### src/rtl/i2c_target_pkg.sv
// i2c_target_pkg: shared definitions for the I2C target register block.
// Holds the protocol state enumeration and the default bus address.
package i2c_target_pkg;

   localparam logic [6:0] DEFAULT_DEV_ADDR = 7'h3C;
   localparam int         DEFAULT_NREGS    = 16;

   typedef enum logic [3:0] {
      ST_IDLE,
      ST_ADDR,
      ST_ADDR_ACK,
      ST_PTR,
      ST_PTR_ACK,
      ST_WDATA,
      ST_WDATA_ACK,
      ST_RDATA,
      ST_RDATA_ACK,
      ST_IGNORE
   } i2c_state_e;

   // States in which the master shifts a byte into the block.
   function automatic logic is_rx_state(input i2c_state_e s);
      return (s == ST_ADDR) || (s == ST_PTR) || (s == ST_WDATA);
   endfunction

endpackage

### src/rtl/i2c_line_sync.sv
// i2c_line_sync: brings one raw I2C pad line into the clk domain.
// Two-flop synchronizer, reset to the idle-high bus level.
// Build macro I2C_TARGET_GLITCH_FILTER_EN appends a 3-sample majority
// filter that adds two cycles of latency and swallows 1-clk pulses.
module i2c_line_sync (
   input  logic clk,
   input  logic reset,
   input  logic line_in,
   output logic line_out
);

   logic [1:0] sync_ff;

   // Two-flop synchronizer; the bus idles high, so reset to 1.
   always_ff @(posedge clk or negedge reset) begin
      if (!reset) begin
         sync_ff <= 2'b11;
      end else begin
         sync_ff <= {sync_ff[0], line_in};
      end
   end

`ifdef I2C_TARGET_GLITCH_FILTER_EN
   logic [1:0] hist;
   logic       filt;

   // Majority of the last three synchronized samples, registered.
   always_ff @(posedge clk or negedge reset) begin
      if (!reset) begin
         hist <= 2'b11;
         filt <= 1'b1;
      end else begin
         hist <= {hist[0], sync_ff[1]};
         filt <= (sync_ff[1] & hist[0]) | (sync_ff[1] & hist[1]) | (hist[0] & hist[1]);
      end
   end

   assign line_out = filt;
`else
   assign line_out = sync_ff[1];
`endif

endmodule

### src/rtl/i2c_target.sv
// i2c_target: I2C target exposing an NREGS x 8 register file.
// The bus writes a pointer then data bytes, or reads bytes from the pointer;
// the host side reads the file with one-cycle latency and sees each bus
// write as a wr_strobe pulse.
// Build macro I2C_TARGET_GLITCH_FILTER_EN enables line glitch filtering.
module i2c_target
   import i2c_target_pkg::*;
#(
   parameter logic [6:0] DEV_ADDR = DEFAULT_DEV_ADDR,
   parameter int         NREGS    = DEFAULT_NREGS
) (
   input  logic                     clk,
   input  logic                     reset,
   input  logic                     scl_in,
   input  logic                     sda_in,
   output logic                     sda_oe,
   input  logic [$clog2(NREGS)-1:0] host_raddr,
   output logic [7:0]               host_rdata,
   output logic                     wr_strobe,
   output logic [$clog2(NREGS)-1:0] wr_addr,
   output logic [7:0]               wr_data,
   output logic                     busy
);

   localparam int ADDR_W = $clog2(NREGS);

   i2c_state_e        state, state_next;

   logic              scl_s, sda_s;
   logic              scl_q, sda_q;
   logic              scl_rise, scl_fall;
   logic              start_det, stop_det;

   logic [3:0]        bit_cnt;
   logic              byte_done;
   logic [7:0]        rx_shift;
   logic [6:0]        tx_shift;
   logic [ADDR_W-1:0] ptr;
   logic [ADDR_W-1:0] ptr_inc;
   logic              addr_match;
   logic              rw_bit;

   logic [7:0]        regs [NREGS];
   logic [7:0]        rd_cur, rd_next;

   logic              sda_oe_next;
   logic              busy_next;
   logic              rx_bit, tx_bit, clr_cnt;
   logic              load_ptr, inc_ptr;
   logic              load_tx, shift_tx;
   logic [7:0]        tx_load;
   logic              do_write;

   i2c_line_sync u_scl_sync (
      .clk      (clk),
      .reset    (reset),
      .line_in  (scl_in),
      .line_out (scl_s)
   );

   i2c_line_sync u_sda_sync (
      .clk      (clk),
      .reset    (reset),
      .line_in  (sda_in),
      .line_out (sda_s)
   );

   // Previous synchronized line levels for edge and condition detection.
   always_ff @(posedge clk or negedge reset) begin
      if (!reset) begin
         scl_q <= 1'b1;
         sda_q <= 1'b1;
      end else begin
         scl_q <= scl_s;
         sda_q <= sda_s;
      end
   end

   assign scl_rise   = scl_s & ~scl_q;
   assign scl_fall   = ~scl_s & scl_q;
   assign start_det  = scl_s & scl_q & sda_q & ~sda_s;
   assign stop_det   = scl_s & scl_q & ~sda_q & sda_s;

   assign byte_done  = (bit_cnt == 4'd8);
   assign addr_match = (rx_shift[7:1] == DEV_ADDR);
   assign rw_bit     = rx_shift[0];
   assign ptr_inc    = ptr + ADDR_W'(1);
   assign rd_cur     = regs[ptr];
   assign rd_next    = regs[ptr_inc];

   // State register; reset drops the block back to IDLE immediately.
   always_ff @(posedge clk or negedge reset) begin
      if (!reset) begin
         state <= ST_IDLE;
      end else begin
         state <= state_next;
      end
   end

   // Next-state logic; START and STOP override every state.
   always_comb begin
      state_next = state;
      if (start_det) begin
         state_next = ST_ADDR;
      end else if (stop_det) begin
         state_next = ST_IDLE;
      end else begin
         case (state)
            ST_ADDR:      if (scl_fall && byte_done) state_next = addr_match ? ST_ADDR_ACK : ST_IGNORE;
            ST_ADDR_ACK:  if (scl_fall) state_next = rw_bit ? ST_RDATA : ST_PTR;
            ST_PTR:       if (scl_fall && byte_done) state_next = ST_PTR_ACK;
            ST_PTR_ACK:   if (scl_fall) state_next = ST_WDATA;
            ST_WDATA:     if (scl_fall && byte_done) state_next = ST_WDATA_ACK;
            ST_WDATA_ACK: if (scl_fall) state_next = ST_WDATA;
            ST_RDATA:     if (scl_fall && byte_done) state_next = ST_RDATA_ACK;
            ST_RDATA_ACK: begin
               if (scl_rise && sda_s) begin
                  state_next = ST_IDLE;
               end else if (scl_fall) begin
                  state_next = ST_RDATA;
               end
            end
            default:      state_next = state;
         endcase
      end
   end

   // Datapath controls; SDA only ever changes on a detected SCL fall.
   always_comb begin
      sda_oe_next = sda_oe;
      busy_next   = busy;
      rx_bit      = 1'b0;
      tx_bit      = 1'b0;
      clr_cnt     = 1'b0;
      load_ptr    = 1'b0;
      inc_ptr     = 1'b0;
      load_tx     = 1'b0;
      shift_tx    = 1'b0;
      tx_load     = rd_cur;
      do_write    = 1'b0;
      if (start_det) begin
         sda_oe_next = 1'b0;
         clr_cnt     = 1'b1;
      end else if (stop_det) begin
         sda_oe_next = 1'b0;
         busy_next   = 1'b0;
         clr_cnt     = 1'b1;
      end else if (is_rx_state(state)) begin
         if (scl_rise && !byte_done) begin
            rx_bit = 1'b1;
         end
         if (scl_fall && byte_done) begin
            clr_cnt = 1'b1;
            if (state == ST_ADDR) begin
               busy_next   = addr_match;
               sda_oe_next = addr_match;
            end else begin
               sda_oe_next = 1'b1;
               load_ptr    = (state == ST_PTR);
               do_write    = (state == ST_WDATA);
            end
         end
      end else begin
         case (state)
            ST_ADDR_ACK: begin
               if (scl_fall) begin
                  if (rw_bit) begin
                     load_tx     = 1'b1;
                     tx_load     = rd_cur;
                     sda_oe_next = ~rd_cur[7];
                  end else begin
                     sda_oe_next = 1'b0;
                  end
               end
            end
            ST_PTR_ACK: begin
               if (scl_fall) sda_oe_next = 1'b0;
            end
            ST_WDATA_ACK: begin
               if (scl_fall) begin
                  sda_oe_next = 1'b0;
                  inc_ptr     = 1'b1;
               end
            end
            ST_RDATA: begin
               if (scl_rise && !byte_done) begin
                  tx_bit = 1'b1;
               end
               if (scl_fall) begin
                  if (byte_done) begin
                     sda_oe_next = 1'b0;
                     clr_cnt     = 1'b1;
                  end else if (bit_cnt != 4'd0) begin
                     shift_tx    = 1'b1;
                     sda_oe_next = ~tx_shift[6];
                  end
               end
            end
            ST_RDATA_ACK: begin
               if (scl_fall && !(scl_rise && sda_s)) begin
                  inc_ptr     = 1'b1;
                  load_tx     = 1'b1;
                  tx_load     = rd_next;
                  sda_oe_next = ~rd_next[7];
                  clr_cnt     = 1'b1;
               end
            end
            default: begin
               sda_oe_next = sda_oe;
            end
         endcase
      end
   end

   // Bit counter, shifters, pointer, SDA driver and write strobe.
   always_ff @(posedge clk or negedge reset) begin
      if (!reset) begin
         bit_cnt   <= 4'd0;
         rx_shift  <= 8'd0;
         tx_shift  <= 7'd0;
         ptr       <= '0;
         sda_oe    <= 1'b0;
         busy      <= 1'b0;
         wr_strobe <= 1'b0;
         wr_addr   <= '0;
         wr_data   <= 8'd0;
      end else begin
         sda_oe    <= sda_oe_next;
         busy      <= busy_next;
         wr_strobe <= do_write;
         if (clr_cnt) begin
            bit_cnt <= 4'd0;
         end else if (rx_bit || tx_bit) begin
            bit_cnt <= bit_cnt + 4'd1;
         end
         if (rx_bit) begin
            rx_shift <= {rx_shift[6:0], sda_s};
         end
         if (load_ptr) begin
            ptr <= rx_shift[ADDR_W-1:0];
         end else if (inc_ptr) begin
            ptr <= ptr_inc;
         end
         if (load_tx) begin
            tx_shift <= tx_load[6:0];
         end else if (shift_tx) begin
            tx_shift <= {tx_shift[5:0], 1'b0};
         end
         if (do_write) begin
            wr_addr <= ptr;
            wr_data <= rx_shift;
         end
      end
   end

   // Register file and registered host read port; a same-cycle bus write
   // is not forwarded, so the host sees the old value.
   always_ff @(posedge clk or negedge reset) begin
      if (!reset) begin
         for (int i = 0; i < NREGS; i++) begin
            regs[i] <= 8'd0;
         end
         host_rdata <= 8'd0;
      end else begin
         host_rdata <= regs[host_raddr];
         if (do_write) begin
            regs[ptr] <= rx_shift;
         end
      end
   end

endmodule

### config.mk
export PLATFORM = sky130hd
export DESIGN_NAME = i2c_target
export DESIGN_NICKNAME = d
export VERILOG_FILES = /design/src/rtl/i2c_target_pkg.sv /design/src/rtl/i2c_line_sync.sv /design/src/rtl/i2c_target.sv
export SDC_FILE = /design/constraint.sdc
export NUM_CORES = 1
export LEC_CHECK = 0
export BUFFER_PORTS_ARGS = -buffer_cell sky130_fd_sc_hd__buf_2
export CAP_MARGIN = 20
export CORE_MARGIN = 2
export CORE_UTILIZATION = 57
export DETAILED_ROUTE_END_ITERATION = 12
export PLACE_DENSITY = 0.77
export SYNTH_ARGS = -nofsm -noshare
export SYNTH_HDL_FRONTEND = slang
export SYNTH_SLANG_ARGS = --single-unit
### constraint.sdc
create_clock -name clk -period 3 [get_ports clk]
set_input_delay 0.3 -clock clk [delete_from_list [all_inputs] [get_ports clk]]
set_output_delay 0.3 -clock clk [all_outputs]
set_load 0.01 [all_outputs]
==> key figures <==
Synthesis
  – Flops & latches, synth: 184
  – Synth unique cells: 55
  – Most frequent cell after synthesis: dfrtp_1
  – Register area share after synthesis: 0.4401
  – Top FF cell, synth: dfrtp_1
  – Post-synth EDFFs: 0
  – Yosys top cell by area: dfrtp_1
  – YS warnings: 0
  – Leading post-synthesis cells by cell area: dfrtp_1 (43%), mux4_2 (25%), mux2_2 (15%), dfstp_2 (1.5%), clkbuf_1 (1.2%)
  – Post-Synthesis Cells: 715
  – Commonest cells post-synth: dfrtp_1 (178), mux2_2 (143), mux4_2 (114), clkbuf_1 (33), nor2_1 (24)
  – Mapped Avg Cell Area: 14.66 sq um
  – Cell Area, Synth: 10480 sq um
  – Post-synth top area share: 0.4251
  – Post-synthesis net count: 729
  – FFs w/ async S/R, synth: 1.000

Final layout
  – Share of cells above drive strength 1: 0.5182
  – Filler cells: 1290
  – Area added between synthesis and finish: 11.95%
  – N_diodes: 0
  – Final #Nets: 771
  – Post-layout util: 0.6508

Worst setup path
  – Crit. End Element: flop
  – Required @ worst endpoint: 3.32 ns
  – Reg2reg setup slack: 0.24 ns
  – Critical path launch point type: flop
  – Cells on worst reg2reg path: 10
  – CP max FO: 17
  – Crit path DAT: 3.08 ns
  – CP Class: reg -> reg

STA
  – Worst hold slack: 0.3586 ns
  – Setup violations, final: 0
  – Max Fclk: 0.3624 GHz
  – Final Skew: 0.01452 ns
  – Slew Viols, Final: 0
  – Period utilisation layout: 0.9199
  – Final setup TNS: 0 ns
  – Fin. Hold Viols: 0
  – Fin worst setup slack: 0.2403 ns
  – RSZ-0062 raised after global routing: no
  – Post-layout min period: 2.760 ns
  – Slew margin rel.: 0.4133
  – Worst-Margin Slew: 0.8800 ns

GRT
  – Largest net degree at the start of global routing: 76
  – GRT Residual Overflow: 0
  – Vias in the first global route: 7275
  – Initial antenna violation count: 0
  – Global-route wire length before repair: 43040 um
  – Overall Global Routing Usage: 0.2923

Clocking
  – CTS buffer count: 17
  – CTS tree: done
  – Setup bufs post-CTS: 0
  – Post-CTS resize count: 0
  – Worst-path clk slew: 0.07 ns
  – Worst skew pair latency: 0.44 ns
  – Max Root-Sink Buffers: 2
  – CTS sink cnt: 184
  – H-Tree Depth: 4
  – Clock Tree Root: clkbuf_16

Flow run
  – Maxcap violations: 0

Placed design
  – I/O Buffers: 30
  – Hpwl dp: 18120 um
  – GP Congestion: 0.9056
  – Pre-CTS WS: 0.2988 ns

Routing
  – Residual DRC count: 0
  – Initial DRC Count: 687
  – Via count: 7002
  – Drt first pass iters: 7
  – Vias per inst: 7.009
  – Post-DRT Antenna Nets: 0
  – Wirelength, routed: 26940 um
  – Wirelength per Cell: 26.96 um

Power
  – Final Power: 5.602 mW
  – Leakage power: 5.148 nW
  – Switch Pwr: 1.683 mW
  – Internal power: 3.919 mW
  – Reg power frac: 0.522
  – Clock power frac: 0.386
  – Switching share of power: 0.3004
  – Pwr dens: 477.5 nW/um^2
  – Combinational Power Share: 0.092
  – Max VDD drop: 0.0004889 V

Run status
  – Status: complete, no violations

Die
  – Core Area: 18020 sq um
  – Die X-Extent: 139.6 um
  – Core Rows: 49
  – Top Ports: 31
  – Die area: 19480 sq um
  – Die Y: 139.6 um
  – Starting Density: 0.5814

Min path
  – Hold Crit Class: reg -> reg
  – Hold Path Depth: 0
[kinds of logic after synthesis]
kind of cell               Yosys count  synth area share
and+or+nand+nor                    128           0.07403
AOI/OAI and AO/OA                   54           0.03439
buffers and inverters               63           0.02376
xor gates and xnor gates             6          0.005015
adders and majority gates            6          0.007164
DFF                                184            0.4401
muxes                              274            0.4155
[worst paths after layout]
path	start	end
max in group asynchronous	reset	regs[13]
min reg2reg	u_sda_sync.sync_ff[0]	u_sda_sync.sync_ff[1]
max reg2reg	bit_cnt[0]	regs[70]
min in group asynchronous	reset	state[0]
min	u_sda_sync.sync_ff[0]	u_sda_sync.sync_ff[1]
max	bit_cnt[0]	regs[70]
[final cells by class]
type / instances / area (sq um) / area share
tap: 229 / 286.5 / 0.02442
multi-input combinational: 468 / 5628 / 0.4797
clock inverter: 13 / 108.9 / 0.009279
inverter: 6 / 22.52 / 0.001920
timing repair buffer: 80 / 616.8 / 0.05258
clock buffer: 19 / 452.9 / 0.03861
sequential: 184 / 4616 / 0.3935
[state kept, by name, summed over array words and instances (netlist names), 4 cells and up]
signal	count
bit_cnt	4
host_rdata	8
ptr	4
regs	128
rx_shift	8
state	4
tx_shift	7
wr_addr	4
wr_data	8
[power groups by stage]
| stage | logic, mW | registers, mW | clock network [mW] |
|---|---|---|---|
| 4_1_cts | 0.521 | 2.90 | 2.18 |
| 2_1_floorplan | 0.510 | 2.67 | 0 |
| 3_5_place_dp | 0.515 | 2.95 | 0 |
| 5_1_grt | 0.569 | 2.94 | 2.28 |
| 3_3_place_gp | 0.503 | 2.94 | 0 |
| 6_report | 0.517 | 2.92 | 2.16 |
[per-layer routing]
| layer | vias up | track usage | wire (um) |
|---|---|---|---|
| met5 | - | 0 | 0 |
| met4 | 0 | 0.1268 | 1084 |
| met3 | 76 | 0.06573 | 1990 |
| met2 | 332 | 0.4551 | 13060 |
| met1 | 3706 | 0.4032 | 10800 |
| li1 | 2888 | - | - |
[worst max-delay path, cell delays in order (launching register included)]
cell and delay (ns):
dfrtp_1 0.42, inv_1 0.08, ha_1 0.18, and3b_1 0.26
nand2_2 0.12, nor4_4 0.22, buf_4 0.35, nand2_4 0.12
nor2_2 0.22, buf_4 0.29, mux2_2 0.37
[placed cells by master (no fill, tap or decap), drive strengths merged, types with 7 or more instances in the layout]
cell    netlist  layout
inv           6      12
nand3        14      14
a21oi        12      12
clkbuf       33      20
nor2b         7       7
o21ai        13      13
mux2        148     148
nand3b        9       9
buf          24      76
nor2         36      36
mux4        114     114
nand2        26      26
dfrtp       178     178
mux2i        12      12
a211oi        7       7
nor3          9       9
[stage by stage]
stage                     instance area, sq um  instances
after floorplan                          10490        715
after global placement                   11140        964
after detailed placement                 11140        964
after CTS                                11730        999
after global routing                     11730        999
final                                    11730        999
[repair_timing]
action,CTS,global route
setup endpoints to repair,0,0
hold buffers,3,0
endpoints found under the hold margin,68,0
(Power assumes the default switching activity.)
